<file path="config.mk">
export PLATFORM = sky130hd
export DESIGN_NAME = f2i
export DESIGN_NICKNAME = d
export VERILOG_FILES = /design/src/rtl/flog_pkg.sv /design/src/rtl/f2i_classify.sv /design/src/rtl/f2i.sv
export SDC_FILE = /design/constraint.sdc
export NUM_CORES = 1
export LEC_CHECK = 0
export ABC_AREA = 1
export CAP_MARGIN = 40
export CORE_ASPECT_RATIO = 0.75
export CORE_MARGIN = 2
export CORE_UTILIZATION = 40
export DETAILED_ROUTE_END_ITERATION = 7
export MAX_ROUTING_LAYER = met4
export PLACE_DENSITY = 0.72
export SYNTH_ARGS = -nofsm -noshare
export SYNTH_HDL_FRONTEND = slang
export SYNTH_SLANG_ARGS = --single-unit
</file>
<file path="constraint.sdc">
create_clock -name clk -period 1.7 [get_ports clk]
set_clock_uncertainty 0.2 [all_clocks]
set_input_delay 0.17 -clock clk [delete_from_list [all_inputs] [get_ports clk]]
set_output_delay 0.17 -clock clk [all_outputs]
set_load 0.005 [all_outputs]
</file>
<file path="src/rtl/flog_pkg.sv">
// Shared constants and types for the flog float<->fixed datapath.
// Widths, exponent thresholds, Q8.8 saturation words and the f2i FSM states.
package flog_pkg;

  localparam int EXP_WIDTH      = 8;
  localparam int FRACT_WIDTH    = 7;
  localparam int INT_WIDTH      = 8;
  localparam int FRAC_OUT_WIDTH = 8;
  localparam int ACC_WIDTH      = INT_WIDTH + FRAC_OUT_WIDTH;
  localparam int CNT_WIDTH      = 4;

  localparam logic [EXP_WIDTH-1:0] BIAS          = 8'd127;
  localparam logic [EXP_WIDTH-1:0] EXP_SPECIAL   = 8'hFF;
  // Smallest exponent whose magnitude no longer fits in signed Q8.8 (>= 128.0)
  localparam logic [EXP_WIDTH-1:0] EXP_SAT_MIN   = 8'd134;
  // Below this exponent the value truncates to zero after the right shift
  localparam logic [EXP_WIDTH-1:0] EXP_RIGHT_MIN = 8'd118;

  localparam logic [ACC_WIDTH-1:0] SAT_POS = 16'h7FFF;
  localparam logic [ACC_WIDTH-1:0] SAT_NEG = 16'h8000;

  typedef enum logic [1:0] {
    IDLE,
    SHIFT,
    PACK
  } f2i_state_e;

endpackage

</file>
<file path="src/rtl/f2i_classify.sv">
// Combinational operand decoder for f2i: picks saturation/zero handling,
// shift direction and shift count from the bfloat16 fields.
import flog_pkg::*;

module f2i_classify (
  input  logic                   sgn_i,
  input  logic [EXP_WIDTH-1:0]   exp_i,
  input  logic [FRACT_WIDTH-1:0] mantissa_i,
  output logic                   sat_o,
  output logic                   ovf_o,
  output logic                   zero_o,
  output logic                   dir_left_o,
  output logic [CNT_WIDTH-1:0]   n_o
);

  always_comb begin
    sat_o      = 1'b0;
    ovf_o      = 1'b0;
    zero_o     = 1'b0;
    dir_left_o = 1'b0;
    n_o        = '0;
    if (exp_i == '0) begin
      zero_o = 1'b1;
    end else if (exp_i == EXP_SPECIAL || exp_i >= EXP_SAT_MIN) begin
      sat_o = 1'b1;
      // -128.0 is the one out-of-range magnitude that is exactly representable
      ovf_o = !(sgn_i && exp_i == EXP_SAT_MIN && mantissa_i == '0);
    end else if (exp_i >= BIAS) begin
      dir_left_o = 1'b1;
      n_o        = CNT_WIDTH'(exp_i - BIAS);
    end else if (exp_i >= EXP_RIGHT_MIN) begin
      n_o = CNT_WIDTH'(BIAS - exp_i);
    end else begin
      zero_o = 1'b1;
    end
  end

endmodule

</file>
<file path="src/rtl/f2i.sv">
// bfloat16 to signed Q8.8 converter: bit-serial shifter, one shift per clock,
// IDLE/SHIFT/PACK FSM with valid/ready handshake.
import flog_pkg::*;

module f2i (
  input  logic                      clk,
  input  logic                      rst,
  input  logic                      valid_f2i_i,
  output logic                      ready_f2i_o,
  input  logic                      sgn_i,
  input  logic [EXP_WIDTH-1:0]      exp_i,
  input  logic [FRACT_WIDTH-1:0]    mantissa_i,
  output logic [INT_WIDTH-1:0]      parte_intera_o,
  output logic [FRAC_OUT_WIDTH-1:0] parte_frazionaria_o,
  output logic                      ovf_o,
  output logic                      valid_f2i_o
);

  f2i_state_e                state_q, state_d;
  logic [ACC_WIDTH-1:0]      acc_q, acc_d;
  logic [CNT_WIDTH-1:0]      cnt_q, cnt_d;
  logic                      dir_q, dir_d;
  logic                      sgn_q, sgn_d;
  logic                      sat_q, sat_d;
  logic                      ovf_flag_q, ovf_flag_d;
  logic [INT_WIDTH-1:0]      int_q, int_d;
  logic [FRAC_OUT_WIDTH-1:0] frac_q, frac_d;
  logic                      ovf_q, ovf_d;
  logic                      valid_q, valid_d;
  logic [ACC_WIDTH-1:0]      res;

  logic                      cls_sat, cls_ovf, cls_zero, cls_left;
  logic [CNT_WIDTH-1:0]      cls_n;

  f2i_classify u_classify (
    .sgn_i      (sgn_i),
    .exp_i      (exp_i),
    .mantissa_i (mantissa_i),
    .sat_o      (cls_sat),
    .ovf_o      (cls_ovf),
    .zero_o     (cls_zero),
    .dir_left_o (cls_left),
    .n_o        (cls_n)
  );

  always_comb begin
    state_d    = state_q;
    acc_d      = acc_q;
    cnt_d      = cnt_q;
    dir_d      = dir_q;
    sgn_d      = sgn_q;
    sat_d      = sat_q;
    ovf_flag_d = ovf_flag_q;
    int_d      = int_q;
    frac_d     = frac_q;
    ovf_d      = ovf_q;
    valid_d    = 1'b0;
    res        = '0;
    case (state_q)
      IDLE: begin
        if (valid_f2i_i) begin
          sgn_d      = sgn_i;
          sat_d      = cls_sat;
          ovf_flag_d = cls_ovf;
          dir_d      = cls_left;
          cnt_d      = cls_n;
          // Hidden one lands on bit 8 so the loaded value is 1.m in Q8.8
          acc_d      = (cls_zero || cls_sat) ? '0 :
                       {{(ACC_WIDTH-FRACT_WIDTH-2){1'b0}}, 1'b1, mantissa_i, 1'b0};
          state_d    = (cls_n != '0) ? SHIFT : PACK;
        end
      end
      SHIFT: begin
        acc_d = dir_q ? (acc_q << 1) : (acc_q >> 1);
        cnt_d = cnt_q - 1'b1;
        if (cnt_q == CNT_WIDTH'(1)) state_d = PACK;
      end
      PACK: begin
        if (sat_q) res = sgn_q ? SAT_NEG : SAT_POS;
        else       res = sgn_q ? (~acc_q + 1'b1) : acc_q;
        int_d   = res[ACC_WIDTH-1:FRAC_OUT_WIDTH];
        frac_d  = res[FRAC_OUT_WIDTH-1:0];
        ovf_d   = ovf_flag_q;
        valid_d = 1'b1;
        state_d = IDLE;
      end
      default: state_d = IDLE;
    endcase
  end

  always_ff @(posedge clk or negedge rst) begin
    if (!rst) begin
      state_q    <= IDLE;
      acc_q      <= '0;
      cnt_q      <= '0;
      dir_q      <= 1'b0;
      sgn_q      <= 1'b0;
      sat_q      <= 1'b0;
      ovf_flag_q <= 1'b0;
      int_q      <= '0;
      frac_q     <= '0;
      ovf_q      <= 1'b0;
      valid_q    <= 1'b0;
    end else begin
      state_q    <= state_d;
      acc_q      <= acc_d;
      cnt_q      <= cnt_d;
      dir_q      <= dir_d;
      sgn_q      <= sgn_d;
      sat_q      <= sat_d;
      ovf_flag_q <= ovf_flag_d;
      int_q      <= int_d;
      frac_q     <= frac_d;
      ovf_q      <= ovf_d;
      valid_q    <= valid_d;
    end
  end

  assign ready_f2i_o         = (state_q == IDLE);
  assign parte_intera_o      = int_q;
  assign parte_frazionaria_o = frac_q;
  assign ovf_o               = ovf_q;
  assign valid_f2i_o         = valid_q;

endmodule

</file>
==> impl_metrics.env, run 1 <==
export IMPL_detailroute_via_count=2618
export IMPL_fin_ws_ns=0.0654
export IMPL_drt_first_pass_iters=4
export IMPL_leakage_nw=1.72
export IMPL_drv_cap=0
export IMPL_routed_wl_mm=6.98
export IMPL_synth_top_family_by_area="simple AND/OR/NAND/NOR gates"
export IMPL_yosysWarnings=0
export IMPL_synthSimpleGateAreaFrac_pct=32.1
export IMPL_syn_to_final_growth_pct=38.2
export IMPL_hold_path_class="in -> async"
export IMPL_crit_cells=9
export IMPL_fill_cells=604
export IMPL_setup_violations=0
export IMPL_min_period_ns=1.63
export IMPL_core_area_um2=6700
export IMPL_final_setup_tns_ns=0
export IMPL_path_class="reg -> reg"
export IMPL_routed_via_density=5.09
export IMPL_critPathMaxFanout=4
export IMPL_crit_buf_inv=2
export IMPL_slowest_stage="dfrtp_1"
export IMPL_synth_top_area_share_pct=40.2
export IMPL_drtIter0Drc=161
export IMPL_antenna_found_initial=0
export IMPL_die_x_um=99.5
export IMPL_yosys_area_share_xor_xnor_pct=1.28
export IMPL_total_power_mw=7.22
export IMPL_grt_total_usage_pct=20.2
export IMPL_synth_cells=346
export IMPL_hold_viol=0
export IMPL_synth_seq_cells=44
export IMPL_rows=26
export IMPL_die_h_um=75.6
export IMPL_synth_area_leader_cell="dfrtp_1"
export IMPL_wl_met2_mm=3.47
export IMPL_final_nets=455
export IMPL_ir_drop_mv=0.699
export IMPL_cts_buffers=5
export IMPL_drv_slew=0
export IMPL_wl_met1_mm=3.13
export IMPL_die_area_um2=7530
export IMPL_layout_commonest_cell="nand2_1"
export IMPL_cts_clk_slew_worst_paths_ns=0.09
export IMPL_layout_common_cells="nand2_1 (76), buf_4 (46), dfrtp_1 (40), nor2_1 (38), clkdlybuf4s50_1 (33)"
export IMPL_gp_congestion=0.892
export IMPL_ant_nets=0
export IMPL_synth_cell_types=36
export IMPL_run_status="finished, final reports clean"
export IMPL_synth_area_leaders="dfrtp_1 (40%), nand2_1 (11%), nor2_1 (5.3%), nand3_1 (5.1%), o21ai_0 (4.2%)"
export IMPL_clock_tree_root_cell="clkbuf_8"
export IMPL_reg2reg_depth=9
export IMPL_grt_pass1_vias=2499
export IMPL_post_route_period_util_pct=96.2
export IMPL_cts_max_level=2
export IMPL_cts_buffer_depth=2
export IMPL_seqCellArea_um2=1110
export IMPL_cp_slowest_stage_delay_ns=0.40
export IMPL_async_flop_share_pct=100
export IMPL_cp_required_ns=1.73
export IMPL_top_layer="met4"
export IMPL_dp_cells=495
export IMPL_slew_headroom_pct=71.7
export IMPL_cts_sinks=44
export IMPL_syn_avg_cell_area_um2=7.91
export IMPL_port_buffers=37
export IMPL_crit_chain="inv_2 > ha_4 > nand3_4 > nand2_4 > buf_4 > nand4_1 > nand2_1 > nand3_1 > a21oi_1"
export IMPL_tritoncts="yes"
export IMPL_final_layout_size_suffix_gt1_share_pct=25.1
export IMPL_synthesis_nets=371
export IMPL_syn_area_um2=2740
export IMPL_rsz0062_at_grt="true"
export IMPL_overflow=0
export IMPL_post_dp_hpwl_mm=5.15
export IMPL_insertedDiodeCount=0
export IMPL_fin_util_pct=56.4
export IMPL_grt_pass1_wl_mm=11.7
export IMPL_wl_met3_um=342
export IMPL_synth_edff_count=0
export IMPL_grt_max_degree=29
export IMPL_power_density_nw_per_um2=1910
export IMPL_start_util_pct=40.8
export IMPL_drc=0
export IMPL_wl_per_cell_um=13.6
export IMPL_post_place_ws_ns=-0.300
export IMPL_crit_arrival_ns=1.66
export IMPL_stdcell_count=514
export IMPL_path_delay_family="simple AND/OR/NAND/NOR gates"
export IMPL_synthMuxAreaShare_pct=0
export IMPL_synth_seq_area_share_pct=40.2
export IMPL_fmax_mhz=612
export IMPL_ioPinCount=38
export IMPL_cp_end_kind="flop"
export IMPL_synthAdderAreaFrac_pct=2.74
export IMPL_synthFlopType="dfrtp_1"
export IMPL_max_slew_worst_pin_slew_ns=0.421
export IMPL_worstSkewPairLatency_ns=0.30
export IMPL_synth_compound_area_share_pct=16.0
export IMPL_worst_setup_path_start_kind="flop"
export IMPL_multiInputGateArea_um2=1510
==> synthesized netlist by cell type, types with 2 or more instances <==
master,n
nor3_1,2
buf_4,3
a21oi_2,4
inv_4,3
inv_2,7
nor2_2,2
nor2_8,2
o21ai_0,23
a21oi_1,22
inv_1,24
nand3_1,28
nand2_1,77
buf_6,3
nor2_1,39
nor4_1,3
o21ai_1,7
nand2_2,5
nand4_1,6
nor2_4,5
a221oi_1,6
nand3_2,4
xor2_1,3
ha_1,6
buf_2,4
a31oi_1,3
dfrtp_1,44
a221oi_2,2
==> worst paths after layout <==
path / startpoint / endpoint / slack (ns)
worst max-delay path: acc_q[1] / parte_intera_o[4] / 0.07
worst max register to register: acc_q[1] / parte_intera_o[4] / 0.07
min in group clk: exp_i[0] / cnt_q[0] / 0.17
worst min-delay path: rst / parte_frazionaria_o[2] / 0.12
max in group asynchronous: rst / state_q[0] / 0.67
worst min register to register: parte_intera_o[7] / parte_intera_o[7] / 0.29
==> logic make-up (layout without fill, tap and decap cells) <==
family,after synthesis,after routing
AOI/OAI and AO/OA,71,71
and+or+nand+nor,177,177
DFF,44,44
xor gates and xnor gates,4,4
buffers and inverters,44,128
adders and majority gates,6,6
==> registers in the layout, indices dropped and copies added (netlist names) <==
register / flops
valid_f2i_o: 1
cnt_q: 4
acc_q: 16
sgn_q: 1
dir_q: 1
ovf_flag_q: 1
ovf_o: 1
state_q: 2
sat_q: 1
parte_frazionaria_o: 8
parte_intera_o: 8
==> layout make-up <==
cell class                      count  share of cell area [%]
Clock buffer                        5                    1.82
Clock inverter                      2                    1.59
Inverter                           34                    3.84
Multi-Input combinational cell    258                    40.0
Sequential cell                    44                    29.3
Tap cell                           84                    2.78
Timing Repair Buffer               87                    20.7
==> routing by layer <==
| metal | up-vias | global-route usage, % |
|---|---|---|
| li1 | 1326 | - |
| met1 | 1219 | 26.6 |
| met2 | 67 | 32.8 |
| met3 | 6 | 3.30 |
| met4 | 0 | 5.63 |
| met5 | - | - |
==> power by group <==
group	total [mW]	internal [mW]	leakage [nW]	switching [mW]
sequential	2.02	1.54	0.528	0.475
combinational	4.24	2.03	1.12	2.21
clock	0.959	0.579	0.0642	0.380
==> repair_timing <==
| action | 4_1_cts | 5_1_grt |
|---|---|---|
| setup buffers | 2 | 9 |
| hold endpoints to repair | 44 | 0 |
| pin swaps | 0 | 4 |
| hold buffers | 1 | 0 |
| gates cloned | 0 | 0 |
| endpoints found under the setup margin | 3 | 32 |
| resized for setup | 3 | 26 |
==> through the flow <==
stage,area (um^2),hold WS [ns]
finish,3780,0.119
global route,3780,0.162
CTS,3580,0.123
detailed placement,3430,-0.0739
global placement,3430,-0.0869
floorplan,2740,-0.326
(Power assumes the default switching activity.)
==> run 2, diff against run 1 <==
--- a/config.mk
+++ b/config.mk
@@ -9,10 +9,10 @@
 export CAP_MARGIN = 40
 export CORE_ASPECT_RATIO = 0.75
 export CORE_MARGIN = 2
-export CORE_UTILIZATION = 40
+export CORE_UTILIZATION = 55
 export DETAILED_ROUTE_END_ITERATION = 7
 export MAX_ROUTING_LAYER = met4
-export PLACE_DENSITY = 0.72
+export PLACE_DENSITY = 0.91
 export SYNTH_ARGS = -nofsm -noshare
 export SYNTH_HDL_FRONTEND = slang
 export SYNTH_SLANG_ARGS = --single-unit
==> impl_metrics.env, run 2 (synthesized netlist as in run 1, its figures left out) <==
export IMPL_run_status="finished with violations"
export IMPL_violations="negative setup slack"
export IMPL_rsz0062_at_grt="true"
export IMPL_cp_required_ns=1.76
export IMPL_die_area_um2=5560
export IMPL_cts_buffers=5
export IMPL_p_sw_mw=3.18
export IMPL_layout_commonest_cell="nand2_1"
export IMPL_drv_cap=0
export IMPL_setup_violations=2
export IMPL_min_period_ns=1.77
export IMPL_cp_end_kind="flop"
export IMPL_routed_via_density=5.88
export IMPL_port_buffers=37
export IMPL_largest_register_ffs=16
export IMPL_busiest_layer="met2"
export IMPL_p_int_mw=3.86
export IMPL_grt_pass1_wl_mm=11.9
export IMPL_grtUsageMet1_pct=34.9
export IMPL_worst_setup_path_start_kind="flop"
export IMPL_switching_share_pct=45.2
export IMPL_fmax_mhz=566
export IMPL_die_h_um=65.1
export IMPL_cts_max_level=2
export IMPL_met3_usage_pct=4.71
export IMPL_clock_tree_root_cell="clkbuf_8"
export IMPL_leakage_nw=1.66
export IMPL_cts_buffer_depth=2
export IMPL_ant_nets=0
export IMPL_crit_arrival_ns=1.82
export IMPL_path_class="reg -> reg"
export IMPL_power_frac_seq_pct=29.2
export IMPL_reg2reg_depth=9
export IMPL_whs_ns=0.153
export IMPL_clockPowerShare_pct=12.4
export IMPL_syn_to_final_growth_pct=32.6
export IMPL_cts_clk_slew_worst_paths_ns=0.09
export IMPL_post_place_ws_ns=-0.317
export IMPL_core_area_um2=4840
export IMPL_routed_wl_mm=7.60
export IMPL_final_layout_size_suffix_gt1_share_pct=22.2
export IMPL_gp_congestion=0.992
export IMPL_ioPinCount=38
export IMPL_die_x_um=85.4
export IMPL_total_power_mw=7.03
export IMPL_r2r_end="parte_intera_o[7]"
export IMPL_grt_total_usage_pct=27.7
export IMPL_post_dp_hpwl_mm=5.08
export IMPL_fill_cells=332
export IMPL_drt_first_pass_iters=6
export IMPL_slew_headroom_pct=65.2
export IMPL_hold_viol=0
export IMPL_r2r_start="acc_q[0]"
export IMPL_worstSkewPairLatency_ns=0.31
export IMPL_post_route_period_util_pct=104
export IMPL_dp_cells=461
export IMPL_drtIter0Drc=305
export IMPL_insertedDiodeCount=0
export IMPL_drv_slew=0
export IMPL_grt_max_degree=45
export IMPL_critPathMaxFanout=4
export IMPL_overflow=0
export IMPL_drc=0
export IMPL_grt_pass1_vias=2649
export IMPL_fin_ws_ns=-0.0675
export IMPL_rrSetupSlack_ns=-0.07
export IMPL_final_nets=447
export IMPL_wl_per_cell_um=15.7
export IMPL_stdcell_count=483
export IMPL_antenna_found_initial=0
export IMPL_start_util_pct=56.5
export IMPL_hold_path_class="in -> async"
export IMPL_top_register="acc_q"
export IMPL_cts_sinks=44
export IMPL_rows=22
export IMPL_combPwrFrac_pct=58.4
export IMPL_ir_drop_mv=1.11
export IMPL_globalRouteMet2Util_pct=44.6
export IMPL_detailroute_via_count=2841
export IMPL_layout_common_cells="nand2_1 (77), dfrtp_1 (41), nor2_1 (39), buf_4 (34), clkdlybuf4s50_1 (33)"
export IMPL_tritoncts="yes"
export IMPL_power_density_nw_per_um2=1940
export IMPL_max_slew_worst_pin_slew_ns=0.516
[run 2: cell types whose count changed in the layout (fill, tap and decap cells not counted), sizes merged]
cell | before | now
clkinv | 0 | 2
bufinv | 2 | 1
buf | 50 | 39
clkbuf | 5 | 6
nor2 | 48 | 49
inv | 34 | 35
[run 2: power by group through the flow]
stage	Sequential, mW	Combinational [mW]	Clock (mW)
floorplan	1.91	2.40	0
global placement	2.03	3.34	0
detailed placement	2.06	3.52	0
CTS	2.02	3.62	0.871
global route	2.13	4.48	0.927
finish	2.05	4.11	0.875
[run 2: area by class of cell]
| class | instances | area (um^2) | area share, % |
|---|---|---|---|
| Sequential cell | 44 | 1100 | 30.4 |
| Clock buffer | 6 | 82.6 | 2.28 |
| Multi-Input combinational cell | 259 | 1470 | 40.4 |
| Timing Repair inverter | 2 | 17.5 | 0.483 |
| Clock inverter | 2 | 38.8 | 1.07 |
| Tap cell | 60 | 75.1 | 2.07 |
| Inverter | 34 | 148 | 4.07 |
| Timing Repair Buffer | 76 | 697 | 19.2 |
[run 2: worst max path at each step]
stage                              to  slack, ns  depth (start not counted)  startpoint
floorplan           parte_intera_o[2]       0.18                         10    acc_q[1]
global placement             cnt_q[2]      -0.24                         11    exp_i[0]
detailed placement           cnt_q[2]      -0.32                         11    exp_i[0]
CTS                 parte_intera_o[2]      0.005                         10    acc_q[0]
global route        parte_intera_o[7]      -0.12                          9    acc_q[0]
finish              parte_intera_o[7]      -0.07                          9    acc_q[0]
[run 2: critical path, cell delays in order, from the launching register on]
cell and delay, ns:
dfrtp_1 0.42, inv_2 0.12, buf_6 0.12, nand4_4 0.12
o21ai_4 0.23, buf_4 0.15, nand3_1 0.08, nand3_1 0.11
nand3_1 0.10, nand2_1 0.08
[run 2: per-layer routing]
metal	up-vias	part of all wire, %	routed length, um
li1	1319	-	-
met1	1324	40	3010
met2	166	49	3720
met3	32	8.4	635
met4	0	3.1	234
met5	-	0	0
[run 2: repair_timing]
item,4_1_cts,5_1_grt
setup buffers,2,8
gates cloned,0,3
hold buffers,1,0
gates resized for setup,4,14
pin swaps,0,8
hold endpoints to repair,44,0
setup endpoints to repair,6,26
[run 2: through the flow]
step,cell area [um^2],utilization [%],setup TNS (ns)
after floorplan,2740,-,0
after global placement,3320,68.6,-3.10
after detailed placement,3320,68.6,-4.17
after CTS,3470,71.7,0
after global routing,3630,74.9,-0.555
final,3630,74.9,-0.0816
==> run 3, diff against run 2 <==
--- a/config.mk
+++ b/config.mk
@@ -11,6 +11,7 @@
 export CORE_MARGIN = 2
 export CORE_UTILIZATION = 55
 export DETAILED_ROUTE_END_ITERATION = 7
+export GPL_TIMING_DRIVEN = 1
 export MAX_ROUTING_LAYER = met4
 export PLACE_DENSITY = 0.91
 export SYNTH_ARGS = -nofsm -noshare
==> results of run 3 <==
The final DEF is identical to that of run 2; final timing and power are the same.
